### src/rtl/uart_tx_framer.sv
// uart_tx_framer: frames words popped from a first-word-fall-through FIFO into
// a UART line: start (0), NBITS data LSB first, even parity, stop (1).
//
// Ports
//   clk      : single clock, rising edge
//   reset    : synchronous active-high reset
//   tx_empty : source FIFO empty flag
//   tx_data  : FIFO head word, valid while tx_empty=0
//   tx_rd    : one-cycle FIFO pop strobe, high only in LOAD
//   tx       : registered serial line, idle high
//   tx_busy  : high in every state except IDLE
//   tx_done  : one-cycle pulse after each completed frame
//   frame    : parallel copy of the last frame launched
module uart_tx_framer #(
  parameter int unsigned NBITS        = 8,
  parameter int unsigned CLKS_PER_BIT = 16
) (
  input  logic               clk,
  input  logic               reset,
  input  logic               tx_empty,
  input  logic [NBITS-1:0]   tx_data,
  output logic               tx_rd,
  output logic               tx,
  output logic               tx_busy,
  output logic               tx_done,
  output logic [NBITS+2:0]   frame
);

  localparam int unsigned BAUD_W  = (CLKS_PER_BIT > 1) ? $clog2(CLKS_PER_BIT) : 1;
  localparam int unsigned IDX_W   = (NBITS > 1) ? $clog2(NBITS) : 1;
  localparam int unsigned FRAME_W = NBITS + 3;
  localparam int unsigned PAR_POS = NBITS + 1;

  localparam logic [BAUD_W-1:0] BAUD_LAST = BAUD_W'(CLKS_PER_BIT - 1);
  localparam logic [IDX_W-1:0]  IDX_LAST  = IDX_W'(NBITS - 1);

  typedef enum logic [2:0] {
    S_IDLE,
    S_LOAD,
    S_START,
    S_DATA,
    S_PARITY,
    S_STOP
  } state_t;

  state_t               state, state_nx;
  logic [BAUD_W-1:0]    baud_cnt, baud_cnt_nx;
  logic [IDX_W-1:0]     bit_idx, bit_idx_nx;
  logic [NBITS-1:0]     shreg, shreg_nx;
  logic [FRAME_W-1:0]   frame_nx;
  logic                 tx_nx, tx_rd_nx, tx_busy_nx, tx_done_nx;
  logic                 baud_term_c;

  // Last cycle of the current serial bit
  assign baud_term_c = (baud_cnt == BAUD_LAST);

  // State and registered outputs
  always_ff @(posedge clk) begin
    if (reset) begin
      state    <= S_IDLE;
      baud_cnt <= '0;
      bit_idx  <= '0;
      shreg    <= '0;
      frame    <= '0;
      tx       <= 1'b1;
      tx_rd    <= 1'b0;
      tx_busy  <= 1'b0;
      tx_done  <= 1'b0;
    end else begin
      state    <= state_nx;
      baud_cnt <= baud_cnt_nx;
      bit_idx  <= bit_idx_nx;
      shreg    <= shreg_nx;
      frame    <= frame_nx;
      tx       <= tx_nx;
      tx_rd    <= tx_rd_nx;
      tx_busy  <= tx_busy_nx;
      tx_done  <= tx_done_nx;
    end
  end

  // Next-state, datapath and next-output logic
  always_comb begin
    state_nx    = state;
    baud_cnt_nx = baud_cnt;
    bit_idx_nx  = bit_idx;
    shreg_nx    = shreg;
    frame_nx    = frame;
    tx_done_nx  = 1'b0;
    tx_nx       = 1'b1;
    tx_rd_nx    = 1'b0;
    tx_busy_nx  = 1'b0;

    case (state)
      S_IDLE: begin
        if (!tx_empty) state_nx = S_LOAD;
      end
      S_LOAD: begin
        // The popped head word is captured here; later input changes are ignored
        shreg_nx = tx_data;
        frame_nx = {1'b1, ^tx_data, tx_data, 1'b0};
        state_nx = S_START;
      end
      S_START: begin
        if (baud_term_c) state_nx = S_DATA;
      end
      S_DATA: begin
        if (baud_term_c) begin
          if (bit_idx == IDX_LAST) begin
            state_nx = S_PARITY;
          end else begin
            bit_idx_nx = bit_idx + 1'b1;
            shreg_nx   = shreg >> 1;
          end
        end
      end
      S_PARITY: begin
        if (baud_term_c) state_nx = S_STOP;
      end
      S_STOP: begin
        if (baud_term_c) begin
          tx_done_nx = 1'b1;
          state_nx   = tx_empty ? S_IDLE : S_LOAD;
        end
      end
      default: state_nx = S_IDLE;
    endcase

    // Baud counter wraps at each bit boundary and restarts on every state entry
    if ((state_nx != state) || (state == S_IDLE) || (state == S_LOAD) || baud_term_c) begin
      baud_cnt_nx = '0;
    end else begin
      baud_cnt_nx = baud_cnt + 1'b1;
    end

    if (state_nx != S_DATA) bit_idx_nx = '0;

    // Outputs are registered, so they are derived from the state being entered
    tx_rd_nx   = (state_nx == S_LOAD);
    tx_busy_nx = (state_nx != S_IDLE);
    case (state_nx)
      S_START:  tx_nx = 1'b0;
      S_DATA:   tx_nx = shreg_nx[0];
      S_PARITY: tx_nx = frame_nx[PAR_POS];
      default:  tx_nx = 1'b1;
    endcase
  end

endmodule

### config.mk
export PLATFORM = sky130hd
export DESIGN_NAME = uart_tx_framer
export DESIGN_NICKNAME = d
export VERILOG_FILES = /design/src/rtl/uart_tx_framer.sv
export SDC_FILE = /design/constraint.sdc
export NUM_CORES = 1
export LEC_CHECK = 0
export BUFFER_PORTS_ARGS = -buffer_cell sky130_fd_sc_hd__buf_2
export CORE_ASPECT_RATIO = 0.5
export CORE_UTILIZATION = 43
export CTS_BUF_LIST = sky130_fd_sc_hd__clkbuf_4
export DETAILED_ROUTE_END_ITERATION = 7
export PLACE_DENSITY = 0.68
export SYNTH_ARGS = -nofsm -noshare
export SYNTH_HDL_FRONTEND = slang
export SYNTH_SLANG_ARGS = --single-unit
### constraint.sdc
create_clock -name clk -period 2 [get_ports clk]
set_clock_uncertainty 0.05 [all_clocks]
set_input_delay 0.4 -clock clk [delete_from_list [all_inputs] [get_ports clk]]
set_output_delay 0.4 -clock clk [all_outputs]
set_load 0.02 [all_outputs]
=== Yosys cells after proc, flatten, opt, wreduce, memory -nomap -nowiden ===
Index checks and enable logic that the tools add are counted.

* Add/subtract/negate cells: 2
* Equal/unequal tests: 15
* Muxes and demuxes: 14
* Bitwise logic cells: 2
* Reduce and logical (&&, ||, !) cells: 12

{| class="wikitable"
|+ Operators by type and width
! kind !! number
|-
| $mux 3 || 6
|-
| $pmux 3 s6 || 1
|-
| $mux 8 || 2
|-
| $pmux 8 s2 || 1
|-
| $eq 3x2->1 const B || 4
|-
| $eq 3x3->1 const B || 4
|-
| $mux 10 || 1
|-
| $reduce_xor 8->1 || 1
|-
| $eq 3x1->1 const B || 2
|-
| $reduce_and 3->1 || 2
|-
| $reduce_or 2->1 || 3
|-
| $add 4x1->4 const B || 1
|-
| $eq 4x4->1 const B || 1
|-
| $ne 2x2->1 const B || 2
|-
| $add 3x1->3 const B || 1
|-
| $logic_not 3->1 || 1
|-
| $logic_or 1x1->1 || 3
|-
| $ne 3x2->1 const B || 1
|-
| $ne 3x3->1 || 1
|-
| $pmux 1 s3 || 1
|-
| $reduce_bool 3->1 || 1
|-
| $mux 1 || 2
|-
| $not 1->1 || 2
|-
| $reduce_bool 2->1 || 1
|}

* Register bits after elaboration: 32
* Logic and storage cells: 56

=== Logic depth before layout (Yosys ltp) ===
Gate-level depths: netlist of the first run.

* Depth in word-level cells: 9
* Gate-level depth with buffers: 7
* Gate-level depth less buffers: 7

=== Worst setup path before layout of the first run ===
OpenSTA, ideal clock, no wires.

* Kind: flip-flop to flip-flop
* Start: register bit_idx[0]
* End: register tx
* Data arrival time: 1.566 ns
* Slack: 0.305 ns
* Stages on the path, launching flop included: 6
* Path buffers: 0
* Clock period less this slack: 1.695 ns
* Path through: dfxtp_1 ha_1 ha_1 nor4b_4 a221oi_1 a22oi_1

* Word-level cells in the longest chain between the ends: 6
* Elaborated cells between the ends (all ways): 11

{| class="wikitable"
|+ Ends and longest elaborated chain
! what !! line !! source
|-
| start, declared || 48 || <nowiki>logic [IDX_W-1:0] bit_idx, bit_idx_nx;</nowiki>
|-
| start signal, assigned || 72 || <nowiki>bit_idx <= bit_idx_nx;</nowiki>
|-
| $eq 3x3->1 (*) || 109 || <nowiki>if (bit_idx == IDX_LAST) begin</nowiki>
|-
| $mux 3 || 109 ||
|-
| $mux 3 || 108 || <nowiki>if (baud_term_c) begin</nowiki>
|-
| $pmux 3 s6 || 94 || <nowiki>case (state)</nowiki>
|-
| $eq 3x3->1 / $eq 3x2->1 (equally long branches) || 141 || <nowiki>case (state_nx)</nowiki>
|-
| $pmux 1 s3 (*) || 141 ||
|-
| end signal, assigned || 75 || <nowiki>tx <= tx_nx;</nowiki>
|-
| end, declared || 23 || <nowiki>output logic tx,</nowiki>
|}

Mark *: on every way between the ends. The rest lies on a longest branch, timed or not. The select of a mux whose other input is x is not followed.
A chain may end at the register's enable or synchronous reset.

=== Worst setup path in the final report of the first run ===
* Start: register bit_idx[0]
* End: register shreg[5]

* Word-level cells in the longest chain between the ends: 3

{| class="wikitable"
|+ Ends and longest elaborated chain
! what !! line !! source
|-
| $eq 3x3->1 || 109 ||
|-
| $ne 2x2->1 (no line) || n/a ||
|-
| $reduce_and 3->1 (no line) || n/a ||
|-
| end signal, assigned || 73 || <nowiki>shreg <= shreg_nx;</nowiki>
|-
| end, declared || 49 || <nowiki>logic [NBITS-1:0] shreg, shreg_nx;</nowiki>
|}

No other way between the ends.

==> results of run 1 <==
synth_stat cells:
| library cell | n | area, µm² |
|---|---|---|
| xnor2_1 | 10 | 87.58 |
| nor4b_4 | 1 | 23.77 |
| nand2_1 | 32 | 120.1 |
| buf_4 | 1 | 7.510 |
| buf_2 | 1 | 5.000 |
| and3_2 | 1 | 7.510 |
| nor3_2 | 1 | 10.01 |
| nand3_1 | 2 | 10.01 |
| xor2_1 | 1 | 8.760 |
| a221oi_1 | 1 | 8.760 |
| nor3_1 | 3 | 15.01 |
| nor4_1 | 1 | 6.260 |
| dfxtp_1 | 32 | 640.6 |
| buf_6 | 1 | 11.26 |
| inv_1 | 4 | 15.01 |
| nor3b_1 | 1 | 7.510 |
| nor4b_1 | 1 | 8.760 |
| a31oi_1 | 9 | 56.30 |
| mux2i_1 | 2 | 20.02 |
| o211ai_1 | 1 | 7.510 |
| o21ba_2 | 1 | 10.01 |
| clkbuf_1 | 6 | 22.52 |
| a21oi_1 | 12 | 60.06 |
| nor2_1 | 13 | 48.80 |
| conb_1 | 1 | 3.750 |
| a22oi_1 | 1 | 7.510 |
| nand3b_1 | 1 | 7.510 |
| and4_2 | 1 | 10.01 |
| or3_1 | 3 | 18.77 |
| o21bai_1 | 1 | 7.510 |
| and2_1 | 2 | 12.51 |
| a211oi_1 | 2 | 15.01 |
| nand4_4 | 1 | 21.27 |
| ha_1 | 3 | 37.54 |
| a311oi_1 | 1 | 8.760 |
| nor3b_2 | 1 | 12.51 |
| o21ai_0 | 1 | 5.000 |
| or3_2 | 1 | 7.510 |
layer usage:
layer / part of all wire, % / up-vias / routed length, µm
met5: 0 / - / 0
met4: 0.43 / 0 / 11
met3: 3.9 / 2 / 100
met2: 43 / 25 / 1115
met1: 52 / 521 / 1343
li1: - / 590 / -
critical path, delay by kind of cell (launching register included):
family	cells	cell delay [ns]
buffers and inverters	1	0.22
AND/OR/NAND/NOR	2	0.50
flip-flops	1	0.34
AO/OA/AOI/OAI	1	0.16
adder cells (fa/ha/maj)	2	0.45
flip-flops by register name, indices dropped and copies added, names as in the netlist:
| name | flops |
|---|---|
| shreg | 8 |
| baud_cnt | 4 |
| tx_rd | 1 |
| bit_idx | 3 |
| frame | 10 |
| state | 3 |
| tx_done | 1 |
| tx | 1 |
| tx_busy | 1 |
stage by stage:
step / power, mW / utilization [%] / setup slack [ns]
2_1_floorplan: 0.8639 / - / 0.3049
3_3_place_gp: 0.9247 / 50.53 / 0.2480
3_5_place_dp: 0.9265 / 50.53 / 0.2277
4_1_cts: 1.401 / 53.00 / 0.1939
5_1_grt: 1.464 / 53.00 / 0.06319
6_report: 1.387 / 53.00 / 0.2124
cell type report:
cell class,instances,area (µm²),share of cell area (%)
clock buffer,5,37.54,2.324
timing repair buffer,27,142.6,8.830
multi-input combinational,113,691.9,42.84
clock inverter,3,37.54,2.324
tap,40,50.05,3.098
sequential,32,640.6,39.66
inverter,4,15.01,0.9295
power by group through the flow:
stage / Sequential [mW] / Combinational, mW / Clock, mW
floorplan: 0.737 / 0.127 / 0
global placement: 0.719 / 0.206 / 0
detailed placement: 0.719 / 0.207 / 0
CTS: 0.705 / 0.209 / 0.488
global route: 0.711 / 0.231 / 0.522
finish: 0.705 / 0.208 / 0.475
cell families after synthesis:
| family | after synthesis | synth area share (%) |
|---|---|---|
| simple gates | 66 | 24.96 |
| buf+inv | 13 | 4.398 |
| compound gates | 30 | 13.38 |
| flops | 32 | 45.96 |
| mux | 2 | 1.436 |
| other cells | 1 | 0.2690 |
| xor+xnor | 11 | 6.912 |
| fa+ha+maj | 3 | 2.693 |
cell usage in the layout (no fill, tap or decap), types with 3 or more instances in the layout:
| cell type | instances |
|---|---|
| nor2_1 | 13 |
| xnor2_1 | 10 |
| nand2_1 | 32 |
| clkbuf_4 | 5 |
| a21oi_1 | 12 |
| a31oi_1 | 9 |
| dfxtp_1 | 32 |
| nor3_1 | 3 |
| or3_1 | 3 |
| buf_2 | 24 |
| ha_1 | 3 |
| inv_1 | 4 |
| buf_4 | 3 |
final timing paths:
kind / start / end / slack, ns / cells past startpoint
worst min-delay path: tx_empty / tx_rd / 0.26 / 2
worst max register to register: bit_idx[0] / shreg[5] / 0.21 / 6
worst min register to register: baud_cnt[0] / baud_cnt[0] / 0.40 / 1
worst max-delay path: bit_idx[0] / shreg[5] / 0.21 / 6
==> metrics.yaml, run 1 <==
pwr:
  switching_share_pct: 26.81
  p_seq_share_pct: 50.8
  p_int_mw: 1.015
  leakage_nw: 0.6426
  p_comb_share_pct: 15.0
  switchingPower_mw: 0.3720
  pwr_density_cell_mw_per_mm2: 859.0
  peakVddDrop_mv: 0.3478
  clkPwrFrac_pct: 34.2
cells_and_area:
  post-route-cell-area_mm2: 0.001615
  fillers: 297
  final_net_count: 197
  drive_gt1_share_pct: 22.28
  antenna-diode-count: 0
  finalNonFillerCells: 224
  areaGrowthSynthToFinish_pct: 15.89
grt:
  grt_util_met3_pct: 6.522
  grt_use_met2_pct: 23.97
  grt_overflow: 0
  grt_pass1_wl_mm: 4.395
  met1_usage_pct: 23.01
  top_usage_layer: "met2"
  grt_pass1_vias: 1011
  grt_max_degree: 27
  grt_use_total_pct: 17.01
  antenna_found_initial: 0
worst_setup_path:
  critPathMostFrequentCell: "ha_1"
  crit_fanout: 6
  worstPathArrival_ns: 2.00
  worst_setup_path_start_kind: "register"
  max_stage_delay_ns: 0.44
  cp.required_ns: 2.21
  end_kind: "register"
  slowest_stage: "nor4b_4"
  crit_chain: "ha_1, ha_1, nor4b_4, buf_4, nand2_1, a31oi_1"
  critical_path_class: "register to register"
sta:
  finalCritPeriodShare_pct: 89.38
  slew_headroom_pct: 62.57
  slew_viol_final: 0
  rsz0062_at_grt: "no"
  holdWs_ns: 0.2596
  finalHoldViolations: 0
  worst_pin_slew_ns: 0.5608
  min_period_ns: 1.788
  fin_setup_tns_ns: 0
  fmax_mhz: 559.4
  setup_viol: 0
drt:
  drtPass1Iterations: 6
  vias: 1138
  drtIter0Drc: 51
  wl_mm: 2.570
  ant_nets: 0
  wl_per_cell_um: 11.47
  viasPerCell: 5.080
  drc: 1
synthesis:
  ys_warn_count: 0
  synthesis.area_mm2: 0.001394
  synth_nets: 172
  syn_inst: 158
  yosysSeqAreaShare_pct: 45.96
  synth_seq_cells: 32
  syn_area_per_cell_um2: 8.822
  synthDistinctLibCells: 38
clock_tree:
  post-cts-setup-buffers: 0
  cts_inserted_buffers: 5
  cts_sinks: 32
  ctsResizeCount: 0
  clk_latency_ns: 0.33
  cts-root-buf: "clkbuf_4"
  cts_tree: "done"
  hold_buffers: 0
  htree_levels: 2
  cts-root-to-sink-buffers: 2
  clkSlewWorstSetupHoldPaths_ns: 0.10
die:
  dieArea_mm2: 0.003487
  pin_count: 26
  core_area_mm2: 0.003048
  start_util_pct: 45.73
  die_w_um: 82.52
  num_rows: 14
  fp.dieH_um: 42.26
placed_design:
  dp.cells: 216
  dpl_cell_area_mm2: 0.001540
  dp.final_hpwl_mm: 1.808
  portBuffers: 24
  place.gp.congestion: 0.7902
worst_hold_path:
  hold_path_class: "primary input to register"
outcome:
  violations: "DRC"
  status: "finished with violations"
run:
  cap_violations: 0
(Power assumes the default switching activity.)
==> inputs of run 2 (changes only) <==
--- a/config.mk
+++ b/config.mk
@@ -8,7 +8,7 @@
 export BUFFER_PORTS_ARGS = -buffer_cell sky130_fd_sc_hd__buf_2
 export CORE_ASPECT_RATIO = 0.5
 export CORE_UTILIZATION = 43
-export CTS_BUF_LIST = sky130_fd_sc_hd__clkbuf_4
+export CTS_BUF_LIST = sky130_fd_sc_hd__clkbuf_8 sky130_fd_sc_hd__clkbuf_16
 export DETAILED_ROUTE_END_ITERATION = 7
 export PLACE_DENSITY = 0.68
 export SYNTH_ARGS = -nofsm -noshare
==> run 2 against run 1 <==
The run still ends with DRC left. Clock power is 41% higher. Critical path depth stayed put. Combinational power hardly changed. Setup slack better by 0.00078 ns. Routed wire length is 2.0% lower. Global-route usage is 0.093 points higher. Sequential power hardly changed.
==> metrics.yaml, run 2 (same netlist as run 1, synthesis figures left out) <==
outcome:
  status: "finished with violations"  # unchanged
  violations: "DRC"  # unchanged
grt:
  grt_pass1_vias: 1007  # was 1,011
  grt_overflow: 0  # unchanged
  grt_max_degree: 27  # unchanged
  antenna_found_initial: 0  # unchanged
  grt_use_total_pct: 17.10  # was 17.01%
  grt_pass1_wl_mm: 4.395  # unchanged
die:
  start_util_pct: 45.73  # unchanged
  core_area_mm2: 0.003048  # unchanged
  num_rows: 14  # unchanged
  fp.dieH_um: 42.26  # unchanged
  die_w_um: 82.52  # unchanged
  dieArea_mm2: 0.003487  # unchanged
  pin_count: 26  # unchanged
placed_design:
  dpl_cell_area_mm2: 0.001540  # unchanged
  dp.final_hpwl_mm: 1.808  # unchanged
  portBuffers: 24  # unchanged
  place.gp.congestion: 0.7902  # unchanged
cells_and_area:
  top_regs: "frame (10), shreg (8), baud_cnt (4)"  # unchanged
  largest-register: "frame"  # unchanged
  layout_common_cells: "nand2_1, dfxtp_1, buf_2"  # unchanged
  drive_gt1_share_pct: 23.37  # was 22.28%
  largest_reg_flops: 10  # unchanged
  areaGrowthSynthToFinish_pct: 19.57  # was 15.89%
  antenna-diode-count: 0  # unchanged
  post-route-cell-area_mm2: 0.001667  # was 0.001615 mm²
  final_net_count: 197  # unchanged
worst_setup_path:
  crit_chain: "ha_1, ha_1, nor4b_4, buf_4, nand2_1, a31oi_1"  # unchanged
  cp.required_ns: 2.15  # was 2.21 ns
  max_stage_delay_ns: 0.44  # about the same
  r2r-start: "bit_idx[0]"  # unchanged
  worstPathArrival_ns: 1.94  # was 2.00 ns
  cp.buffers_inverters: 1  # unchanged
  critPathMostFrequentCell: "ha_1"  # unchanged
  slowest_stage: "nor4b_4"  # unchanged
  path_delay_family: "simple AND/OR/NAND/NOR gates"  # unchanged
  startpoint: "bit_idx[0]"  # unchanged
  worst_setup_path_start_kind: "register"  # unchanged
  end_kind: "register"  # unchanged
  crit_fanout: 6  # unchanged
  critical_path_class: "register to register"  # unchanged
sta:
  worst_pin_slew_ns: 0.5657  # was 0.5608 ns
  fmax_mhz: 559.6  # was 559.4 MHz
  fin_setup_tns_ns: 0  # unchanged
  finalHoldViolations: 0  # unchanged
  finalCritPeriodShare_pct: 89.34  # was 89.38%
  min_period_ns: 1.787  # was 1.788 ns
  slew_headroom_pct: 62.24  # was 62.57%
  slew_viol_final: 0  # unchanged
  rsz0062_at_grt: "no"  # unchanged
  setup_viol: 0  # unchanged
clock_tree:
  clk_latency_ns: 0.28  # was 0.33 ns
  cts_inserted_buffers: 5  # unchanged
  cts_sinks: 32  # unchanged
  post-cts-setup-buffers: 0  # unchanged
  ctsResizeCount: 0  # unchanged
  clkSlewWorstSetupHoldPaths_ns: 0.06  # was 0.10 ns
  cts-root-buf: "clkbuf_8"  # was clkbuf_4
  htree_levels: 2  # unchanged
  cts-root-to-sink-buffers: 2  # unchanged
  hold_buffers: 0  # unchanged
  cts_tree: "done"  # unchanged
pwr:
  peakVddDrop_mv: 0.4165  # was 0.3478 mV
  clkPwrFrac_pct: 42.3  # was 34.2%
  switchingPower_mw: 0.3800  # was 0.3720 mW
  design_power_total_mw: 1.580  # was 1.387 mW
  p_comb_share_pct: 13.1  # was 15.0%
  p_seq_share_pct: 44.6  # was 50.8%
  leakage_nw: 0.6668  # was 0.6426 nW
  switching_share_pct: 24.05  # was 26.81%
  p_int_mw: 1.200  # was 1.015 mW
  pwr_density_cell_mw_per_mm2: 948.2  # was 859.0 mW/mm²
drt:
  drc: 1  # unchanged
  drtPass1Iterations: 7  # was 6
  wl_met2_mm: 1.105  # was 1.115 mm
  ant_nets: 0  # unchanged
  met3_length_um: 114  # was 100 µm
  vias: 1135  # was 1,138
  routed.top_layer: "met4"  # unchanged
  wl_mm: 2.518  # was 2.570 mm
  drtIter0Drc: 70  # was 51
  met1_length_mm: 1.281  # was 1.343 mm
  wl_per_cell_um: 11.24  # was 11.47 µm
  viasPerCell: 5.067  # was 5.080
run:
  cap_violations: 0  # unchanged
worst_hold_path:
  worstHoldStart: "tx_empty"  # unchanged
  hold_path_class: "primary input to register"  # unchanged
## run 2: cell types whose count changed in the layout (fill, tap and decap cells not counted)
cell,before,now
clkbuf_4,5,0
clkbuf_8,0,7
clkinv_1,2,0
## run 2: layout make-up
cell class | count | area, µm²
fillers | 286 | 1381
clock inverters | 1 | 30.03
flip-flops and latches | 32 | 640.6
clock buffers | 7 | 96.34
multi-input cells | 113 | 691.9
repair buffers | 27 | 142.6
well taps | 40 | 50.05
inverters | 4 | 15.01
## run 2: per-layer routing
layer | GRT usage, % | vias to the layer above
met1 | 22.61 | 514
met4 | 7.241 | 0
met3 | 6.522 | 3
met5 | 0 | -
li1 | - | 589
met2 | 24.79 | 29
## run 2: final timing paths
path | slack [ns] | endpoint | cells past startpoint
hold / removal | 0.31 | tx_rd | 2
setup reg to reg | 0.21 | shreg[5] | 6
setup / recovery | 0.21 | shreg[5] | 6
hold reg to reg | 0.40 | baud_cnt[0] | 1
## run 2: per-stage QoR
stage | setup WS [ns] | utilization, % | cells | hold WS (ns)
after floorplan | 0.3049 | - | 158 | 0.3679
after global placement | 0.2480 | 50.53 | 216 | 0.3786
after detailed placement | 0.2277 | 50.53 | 216 | 0.3936
after CTS | 0.2134 | 54.68 | 224 | 0.2967
after global routing | 0.06873 | 54.68 | 224 | 0.3114
final | 0.2131 | 54.68 | 224 | 0.3127
## run 2: power groups by stage
stage	Sequential (mW)	Clock, mW	Combinational (mW)
global route	0.711	0.717	0.231
detailed placement	0.719	0	0.207
finish	0.705	0.668	0.207
floorplan	0.737	0	0.127
global placement	0.719	0	0.206
CTS	0.705	0.688	0.208
==> inputs of run 3 (changes only) <==
--- a/config.mk
+++ b/config.mk
@@ -6,11 +6,12 @@
 export NUM_CORES = 1
 export LEC_CHECK = 0
 export BUFFER_PORTS_ARGS = -buffer_cell sky130_fd_sc_hd__buf_2
+export CAP_MARGIN = 5
 export CORE_ASPECT_RATIO = 0.5
-export CORE_UTILIZATION = 43
+export CORE_UTILIZATION = 45
 export CTS_BUF_LIST = sky130_fd_sc_hd__clkbuf_8 sky130_fd_sc_hd__clkbuf_16
 export DETAILED_ROUTE_END_ITERATION = 7
-export PLACE_DENSITY = 0.68
+export PLACE_DENSITY = 0.71
 export SYNTH_ARGS = -nofsm -noshare
 export SYNTH_HDL_FRONTEND = slang
 export SYNTH_SLANG_ARGS = --single-unit
==> run 3 against run 2 <==
Critical path depth is the same. Clock-buffer cell count is 2 lower. Setup slack worse by 0.034 ns. Global-route usage grew 1.9 points. The flow now finishes without violations. Flip-flop and latch count unchanged. Sequential share of layout area grew 0.53 points. Register-to-register slack lost 0.03 ns. Die area fell by 4.3%. Largest cell class unchanged. Sequential power about the same. Clock power is 9.9% lower.
==> metrics.yaml, run 3 (same netlist as run 1, synthesis figures left out) <==
outcome:
  status: "complete, no violations"  # was finished with violations
clock_tree:
  htree_levels: 2  # unchanged
  cts_inserted_buffers: 5  # unchanged
  cts-root-buf: "clkbuf_8"  # unchanged
  ctsResizeCount: 0  # unchanged
  cts-root-to-sink-buffers: 2  # unchanged
  cts_sinks: 32  # unchanged
  post-cts-setup-buffers: 0  # unchanged
  hold_buffers: 0  # unchanged
  clk_latency_ns: 0.28  # about the same
  clkSlewWorstSetupHoldPaths_ns: 0.07  # was 0.06 ns
  cts_tree: "done"  # unchanged
grt:
  antenna_found_initial: 0  # unchanged
  grt_use_total_pct: 19.01  # was 17.10%
  grt_max_degree: 27  # unchanged
  grt_overflow: 0  # unchanged
  grt_pass1_wl_mm: 4.340  # was 4.395 mm
  grt_pass1_vias: 944  # was 1,007
drt:
  wl_per_cell_um: 12.26  # was 11.24 µm
  viasPerCell: 5.009  # was 5.067
  wl_mm: 2.709  # was 2.518 mm
  drtPass1Iterations: 4  # was 7
  vias: 1107  # was 1,135
  drtIter0Drc: 78  # was 70
  drc: 0  # was 1
  ant_nets: 0  # unchanged
die:
  core_area_mm2: 0.002765  # was 0.003048 mm²
  fp.dieH_um: 41.36  # was 42.26 µm
  pin_count: 26  # unchanged
  dieArea_mm2: 0.003338  # was 0.003487 mm²
  start_util_pct: 50.41  # was 45.73%
  num_rows: 13  # was 14
  die_w_um: 80.71  # was 82.52 µm
cells_and_area:
  largest-register: "frame"  # unchanged
  fillers: 258  # was 286
  seq_area_um2: 640.6  # unchanged
  areaGrowthSynthToFinish_pct: 17.95  # was 19.57%
  final_net_count: 197  # unchanged
  layout_common_cells: "nand2_1, dfxtp_1, buf_2"  # unchanged
  post-route-cell-area_mm2: 0.001644  # was 0.001667 mm²
  largest_reg_flops: 10  # unchanged
  drive_gt1_share_pct: 22.83  # was 23.37%
  antenna-diode-count: 0  # unchanged
  finalNonFillerCells: 221  # was 224
  multiInputGateArea_um2: 691.9  # unchanged
  top_regs: "frame (10), shreg (8), baud_cnt (4)"  # unchanged
sta:
  finalHoldViolations: 0  # unchanged
  min_period_ns: 1.821  # was 1.787 ns
  finalCritPeriodShare_pct: 91.05  # was 89.34%
  slew_headroom_pct: 61.17  # was 62.24%
  setup_viol: 0  # unchanged
  fin_setup_tns_ns: 0  # unchanged
  slew_viol_final: 0  # unchanged
  rsz0062_at_grt: "no"  # unchanged
  fmax_mhz: 549.1  # was 559.6 MHz
  worst_pin_slew_ns: 0.5816  # was 0.5657 ns
pwr:
  design_power_total_mw: 1.516  # was 1.580 mW
  clkPwrFrac_pct: 39.7  # was 42.3%
  leakage_nw: 0.6617  # was 0.6668 nW
  pwr_density_cell_mw_per_mm2: 922.2  # was 948.2 mW/mm²
  peakVddDrop_mv: 0.4700  # was 0.4165 mV
  p_comb_share_pct: 13.7  # was 13.1%
  switchingPower_mw: 0.3912  # was 0.3800 mW
  switching_share_pct: 25.80  # was 24.05%
  p_seq_share_pct: 46.6  # was 44.6%
  p_int_mw: 1.125  # was 1.200 mW
placed_design:
  dp.final_hpwl_mm: 1.898  # was 1.808 mm
  place.gp.congestion: 0.8030  # was 0.7902
  dp.cells: 213  # was 216
  portBuffers: 24  # unchanged
  dpl_cell_area_mm2: 0.001536  # was 0.001540 mm²
worst_setup_path:
  worstPathArrival_ns: 1.92  # was 1.94 ns
  crit_fanout: 5  # was 6
  worst_setup_path_start_kind: "register"  # unchanged
  cp.required_ns: 2.10  # was 2.15 ns
  critical_path_class: "register to register"  # unchanged
  end_kind: "register"  # unchanged
worst_hold_path:
  hold_path_class: "primary input to register"  # unchanged
run:
  cap_violations: 0  # unchanged
run 3: power by group through the flow:
stage	sequential [mW]	combinational [mW]	clock (mW)
detailed placement	0.720	0.208	0
CTS	0.706	0.209	0.613
finish	0.706	0.208	0.602
floorplan	0.737	0.127	0
global placement	0.719	0.205	0
global route	0.712	0.230	0.646
run 3: critical path, stage by stage (launching register included):
cell and delay [ns]:
dfxtp_1 0.33, ha_1 0.20, ha_1 0.25, nor3b_1 0.22
a21oi_1 0.11, a221oi_1 0.40, a22oi_1 0.11
run 3: area by class of cell:
cell class	instances	area share [%]
Multi-Input combinational cell	113	42.09
Sequential cell	32	38.96
Timing Repair Buffer	27	8.676
Clock buffer	5	4.186
Tap cell	37	2.816
Clock inverter	3	2.359
Inverter	4	0.9132
run 3: path summary, 6_finish.rpt:
kind	from	end	slack (ns)	cells past startpoint
max	bit_idx[0]	tx	0.18	6
min	tx_empty	tx_rd	0.32	2
max reg2reg	bit_idx[0]	tx	0.18	6
min reg2reg	frame[8]	frame[8]	0.40	2
run 3: routing by layer:
layer  vias to the layer above  share of wire [%]  track usage (%)
li1                        591                  -                -
met1                       496                 53            23.23
met2                        16                 41            30.08
met3                         4                3.8            6.522
met4                         0                1.9            12.05
met5                         -                  0                0
run 3: per-stage QoR:
stage | utilization [%] | setup slack [ns] | hold WS (ns)
2_1_floorplan | - | 0.3049 | 0.3679
3_3_place_gp | 55.57 | 0.2653 | 0.3790
3_5_place_dp | 55.57 | 0.2227 | 0.3918
4_1_cts | 59.46 | 0.2040 | 0.2990
5_1_grt | 59.46 | 0.03953 | 0.3108
6_report | 59.46 | 0.1790 | 0.3173
